[config.mk]
export PLATFORM = sky130hd
export DESIGN_NAME = input_conditioner
export DESIGN_NICKNAME = d
export VERILOG_FILES = /design/src/rtl/input_conditioner_pkg.sv /design/src/rtl/input_conditioner_debounce_ch.sv /design/src/rtl/input_conditioner.sv
export SDC_FILE = /design/constraint.sdc
export NUM_CORES = 1
export LEC_CHECK = 0
export ABC_AREA = 0
export CAP_MARGIN = 20
export CORE_MARGIN = 1.5
export CORE_UTILIZATION = 60
export CTS_BUF_LIST = sky130_fd_sc_hd__clkbuf_2 sky130_fd_sc_hd__clkbuf_4 sky130_fd_sc_hd__clkbuf_8
export DETAILED_ROUTE_END_ITERATION = 16
export GPL_TIMING_DRIVEN = 0
export PLACE_DENSITY = 0.77
export SYNTH_ARGS = -nofsm -noshare
export SYNTH_HDL_FRONTEND = slang
export SYNTH_SLANG_ARGS = --single-unit
[constraint.sdc]
create_clock -name clk -period 5.5 [get_ports clk]
set_clock_uncertainty 0.2 [all_clocks]
set_input_delay 1.1 -clock clk [delete_from_list [all_inputs] [get_ports clk]]
set_output_delay 1.1 -clock clk [all_outputs]
set_load 0.1 [all_outputs]
[src/rtl/input_conditioner_pkg.sv]
// Shared constants and change-button FSM encoding for input_conditioner.
package input_conditioner_pkg;

  localparam int unsigned DEF_DEBOUNCE_CYCLES   = 1000000;
  localparam int unsigned DEF_LONG_PRESS_CYCLES = 250000000;

  localparam int unsigned NUM_CH    = 5;
  localparam int unsigned CH_FEED   = 0;
  localparam int unsigned CH_HEAL   = 1;
  localparam int unsigned CH_CHANGE = 2;
  localparam int unsigned CH_LIGHT  = 3;
  localparam int unsigned CH_ECHO   = 4;

  typedef enum logic [1:0] {
    ST_IDLE  = 2'd0,
    ST_HELD  = 2'd1,
    ST_FIRED = 2'd2
  } chg_state_e;

endpackage

[src/rtl/input_conditioner_debounce_ch.sv]
// One input channel: 2-FF synchroniser, counting debouncer and rise strobe.
module debounce_ch
  import input_conditioner_pkg::*;
#(
  parameter int unsigned DEBOUNCE_CYCLES = DEF_DEBOUNCE_CYCLES
) (
  input  logic clk,
  input  logic rst,
  input  logic raw_i,
  output logic q_o,
  output logic rise_o
);

  localparam int unsigned   CW       = $clog2(DEBOUNCE_CYCLES);
  localparam logic [CW-1:0] CNT_LAST = CW'(DEBOUNCE_CYCLES - 1);

  logic          sync1_q, sync2_q;
  logic          q_q, q_d, qprev_q;
  logic [CW-1:0] cnt_q, cnt_d;

  // Counter restarts whenever the synchronised input agrees with the stable value.
  always_comb begin
    q_d   = q_q;
    cnt_d = '0;
    if (sync2_q != q_q) begin
      if (cnt_q == CNT_LAST) begin
        q_d = sync2_q;
      end else begin
        cnt_d = cnt_q + 1'b1;
      end
    end
  end

  always_ff @(posedge clk or posedge rst) begin
    if (rst) begin
      sync1_q <= 1'b0;
      sync2_q <= 1'b0;
      q_q     <= 1'b0;
      qprev_q <= 1'b0;
      cnt_q   <= '0;
    end else begin
      sync1_q <= raw_i;
      sync2_q <= sync1_q;
      q_q     <= q_d;
      qprev_q <= q_q;
      cnt_q   <= cnt_d;
    end
  end

  assign q_o    = q_q;
  assign rise_o = q_q & ~qprev_q;

endmodule

[src/rtl/input_conditioner.sv]
// Button/sensor front end for fsm_states: five debounce channels, registered outputs,
// and a short/long-press FSM on btn_change enabled by INPUT_COND_LONGPRESS_EN.
module input_conditioner
  import input_conditioner_pkg::*;
#(
  parameter int unsigned DEBOUNCE_CYCLES   = DEF_DEBOUNCE_CYCLES,
  parameter int unsigned LONG_PRESS_CYCLES = DEF_LONG_PRESS_CYCLES
) (
  input  logic clk,
  input  logic rst,
  input  logic btn_feed,
  input  logic btn_heal,
  input  logic btn_change,
  input  logic light_raw,
  input  logic echo_raw,
  output logic feeding,
  output logic healing,
  output logic change_state,
  output logic test,
  output logic light_out,
  output logic echo_sig
);

  logic [NUM_CH-1:0] raw, q, rise;

  assign raw = {echo_raw, light_raw, btn_change, btn_heal, btn_feed};

  for (genvar i = 0; i < NUM_CH; i++) begin : g_ch
    debounce_ch #(
      .DEBOUNCE_CYCLES(DEBOUNCE_CYCLES)
    ) u_ch (
      .clk    (clk),
      .rst    (rst),
      .raw_i  (raw[i]),
      .q_o    (q[i]),
      .rise_o (rise[i])
    );
  end

  logic feed_q, heal_q, change_q, test_q, light_q, echo_q;
  logic change_d, test_d;

`ifdef INPUT_COND_LONGPRESS_EN
  localparam int unsigned   HW        = $clog2(LONG_PRESS_CYCLES);
  localparam logic [HW-1:0] HOLD_LAST = HW'(LONG_PRESS_CYCLES - 1);

  chg_state_e    state_q, state_d;
  logic [HW-1:0] hold_q, hold_d, hold_inc;

  logic unused_ch;
  assign unused_ch = ^{q[CH_FEED], q[CH_HEAL], rise[CH_LIGHT], rise[CH_ECHO]};

  assign hold_inc = hold_q + 1'b1;

  // test fires on the edge where hold becomes LONG_PRESS_CYCLES-1; a release seen
  // in the same cycle wins and is reported as a short press.
  always_comb begin
    state_d  = state_q;
    hold_d   = hold_q;
    change_d = 1'b0;
    test_d   = 1'b0;
    case (state_q)
      ST_IDLE: begin
        if (rise[CH_CHANGE]) begin
          state_d = ST_HELD;
          hold_d  = '0;
        end
      end
      ST_HELD: begin
        if (!q[CH_CHANGE]) begin
          change_d = 1'b1;
          state_d  = ST_IDLE;
        end else begin
          hold_d = hold_inc;
          if (hold_inc == HOLD_LAST) begin
            test_d  = 1'b1;
            state_d = ST_FIRED;
          end
        end
      end
      ST_FIRED: begin
        if (!q[CH_CHANGE]) state_d = ST_IDLE;
      end
      default: state_d = ST_IDLE;
    endcase
  end

  always_ff @(posedge clk or posedge rst) begin
    if (rst) begin
      state_q <= ST_IDLE;
      hold_q  <= '0;
    end else begin
      state_q <= state_d;
      hold_q  <= hold_d;
    end
  end
`else
  logic unused_ch;
  assign unused_ch = ^{q[CH_FEED], q[CH_HEAL], q[CH_CHANGE], rise[CH_LIGHT], rise[CH_ECHO]};

  assign change_d = rise[CH_CHANGE];
  assign test_d   = 1'b0;
`endif

  always_ff @(posedge clk or posedge rst) begin
    if (rst) begin
      feed_q   <= 1'b0;
      heal_q   <= 1'b0;
      change_q <= 1'b0;
      test_q   <= 1'b0;
      light_q  <= 1'b0;
      echo_q   <= 1'b0;
    end else begin
      feed_q   <= rise[CH_FEED];
      heal_q   <= rise[CH_HEAL];
      change_q <= change_d;
      test_q   <= test_d;
      light_q  <= q[CH_LIGHT];
      echo_q   <= q[CH_ECHO];
    end
  end

  assign feeding      = feed_q;
  assign healing      = heal_q;
  assign change_state = change_q;
  assign test         = test_q;
  assign light_out    = light_q;
  assign echo_sig     = echo_q;

endmodule

==> metrics.yaml <==
wl_per_cell_um: 14.24
drive_above_1_share_pct: 7.830
rsz0062_at_grt: "false"
yosys-top-cells-area: "dfrtp_1, xnor2_1, nor2_1"
grt_pass1_vias: 4091
cp_max_fo: 1
grt_max_degree: 91
timing.rr.start: "g_ch[0].u_ch.cnt_q[0]$_DFF_PP0_"
ir_drop_v: 0.0002555
gr-total-overflow: 0
whs_endpoint: "g_ch[0].u_ch.sync2_q$_DFF_PP0_"
most-common-layout-cells: "dfrtp_1, nor2_1, xnor2_1"
syn_to_final_growth_pct: 12.11
cpPeakStageDelay_ps: 1140
synthFlopType: "dfrtp_1"
antenna_found_initial: 0
min_path_cells: 0
synth_edf_count: 0
post-cts-setup-buffer-count: 0
fillers: 719
finalPower_mw: 1.766
grt_first_pass_wirelength_um: 18530
synth_top_area_share_pct: 53.78
synth_top_area_cell: "dfrtp_1"
cpLargestDelayFamily: "buffers and inverters"
place_inst: 712
clkSinkCount: 123
setup_tns_ps: 0
cts_tree: "yes"
top_usage_layer: "met2"
io_pins: 13
hold_class: "flop to flop"
worstMarginPinSlew_ps: 1015
period_share_pct: 58.63
grt_use_met2_pct: 39.50
vias_per_cell: 5.708
initial_core_util_pct: 61.94
dieArea_um2: 10130
numPortBuffers: 11
clk_pin_slew_worst_paths_ps: 70
status: "completed"
antenna-diode-count: 0
cts.repair.resized: 0
cts_buffer_depth: 2
slew_violations: 0
core-area_um2: 9240
arrival_ps: 1920
dr.pass1.iters: 5
fmax_mhz: 310.1
synth_cell_types: 38
grtUsageTotal_pct: 23.62
synth_cells: 571
num_vias: 4235
cts_made_buffers: 17
layout_min_cycle_time_ps: 3224
met1_usage_pct: 28.74
setup_viol: 0
rows: 35
ant_nets: 0
layout_commonest_cell: "dfrtp_1"
crit_buf_inv: 1
synth_fp_nets: 583
crit_type: "flop to output port"
layout.nets: 614
seq_area_frac_synth_pct: 53.78
report.final.hold_viol_count: 0
gp_congestion: 0.8215
root_buffer: "clkbuf_8"
drcViolationCount: 0
ys_warn_count: 0
p_leak_nw: 2.563
endpoint_kind: "output port"
grt_util_met3_pct: 7.628
hp-start: "g_ch[0].u_ch.sync1_q$_DFF_PP0_"
cp-start-kind: "flop"
pwr_density_cell_nw_per_um2: 275.2
worstSkewPairLatency_ps: 430
relSlewSlack_pct: 32.14
r2r-end: "g_ch[0].u_ch.cnt_q[18]$_DFF_PP0_"
drt_iter0_drc: 262
cp.required_ps: 4200
synth_area_per_cell_um2: 10.02
finalWirelength_um: 10560
die_width_um: 100.7
hpwl_um: 7199
syn_area_um2: 5723
r2r_slack_ps: 3100
h-tree-depth: 4
cts.hold.buffers_added: 0
critical_path.slowest_cell: "clkdlybuf4s50_1"
maxCapViolations: 0
synth_seq_cells: 123
die_h_um: 100.7
path_cells: "clkdlybuf4s50_1"
async_reset_ff_share_pct: 100.0
reg2reg_depth: 6
fin_cells: 742
[cell families (layout without fill, tap and decap cells)]
| group | Yosys count | after routing | share of synthesized area [%] |
|---|---|---|---|
| xor+xnor | 65 | 65 | 9.947 |
| simple gates | 270 | 270 | 24.88 |
| buf+inv | 38 | 80 | 2.667 |
| flops | 123 | 123 | 53.78 |
| other cells | 1 | 1 | 0.06553 |
| fa+ha+maj | 5 | 5 | 1.093 |
| compound gates | 64 | 64 | 6.581 |
| mux | 5 | 5 | 0.9838 |
[cell usage after synthesis (all sizes together) (2+ instances only)]
cell and count:
nor4b 5, nand2 31, nand4 19, and3 12, ha 5, xnor2 43
mux2 5, nand3 38, or4 13, xor2 22, dfrtp 123, o21ai 17
nor4 16, clkbuf 12, nand4b 4, o31ai 17, or3 19, and4 3
or4b 4, or2 2, inv 20, buf 6, nor2 77, a21oi 30
and2 2, nor3 19, nor2b 4
[worst max-delay path by stage]
stage / from / to / depth (start not counted)
floorplan: rst / change_state$_DFF_PP0_ / 1
global placement: rst / g_ch[1].u_ch.cnt_q[18]$_DFF_PP0_ / 2
detailed placement: feeding$_DFF_PP0_ / feeding / 1
CTS: feeding$_DFF_PP0_ / feeding / 1
global route: feeding$_DFF_PP0_ / feeding / 1
finish: feeding$_DFF_PP0_ / feeding / 1
[metrics by stage]
| step | area (um^2) | hold slack, ps | utilization, % | setup slack, ps |
|---|---|---|---|---|
| 2_1_floorplan | 5723 | 131.2 | - | 929.1 |
| 3_3_place_gp | 5995 | 131.8 | 64.87 | -638.8 |
| 3_5_place_dp | 6027 | 136.4 | 65.23 | 2730 |
| 4_1_cts | 6416 | 148.2 | 69.44 | 2248 |
| 5_1_grt | 6416 | 169.3 | 69.44 | 2234 |
| 6_report | 6416 | 146.2 | 69.44 | 2276 |
[flip-flops by register name, indices dropped and copies added (netlist names)]
signal	count
change_state	1
g_ch.u_ch.sync2_q	5
healing	1
g_ch.u_ch.qprev_q	3
feeding	1
g_ch.u_ch.sync1_q	5
g_ch.u_ch.q_o	5
light_out	1
g_ch.u_ch.cnt_q	100
echo_sig	1
[metal layers]
| layer | vias up | wire, um |
|---|---|---|
| met5 | - | 0 |
| met4 | 0 | 129 |
| met3 | 13 | 348 |
| met2 | 69 | 5456 |
| met1 | 2064 | 4630 |
| li1 | 2089 | - |
[where the power goes]
part,internal (mW),switching [mW],total [mW]
clock network,0.447,0.330,0.776
logic,0.0182,0.0424,0.0607
registers,0.917,0.0113,0.929
total,1.38,0.384,1.77
[layout make-up]
cell class / count / area, um^2 / share of cell area [%]
flip-flops and latches: 123 / 3078 / 47.97
multi-input cells: 410 / 2492 / 38.85
clock buffers: 22 / 296.5 / 4.622
well taps: 129 / 161.4 / 2.516
repair buffers: 12 / 137.6 / 2.145
clock inverters: 8 / 92.59 / 1.443
inverters: 20 / 80.08 / 1.248
plain buffers: 18 / 77.57 / 1.209
Note: power is estimated with default switching activity, not from simulation.
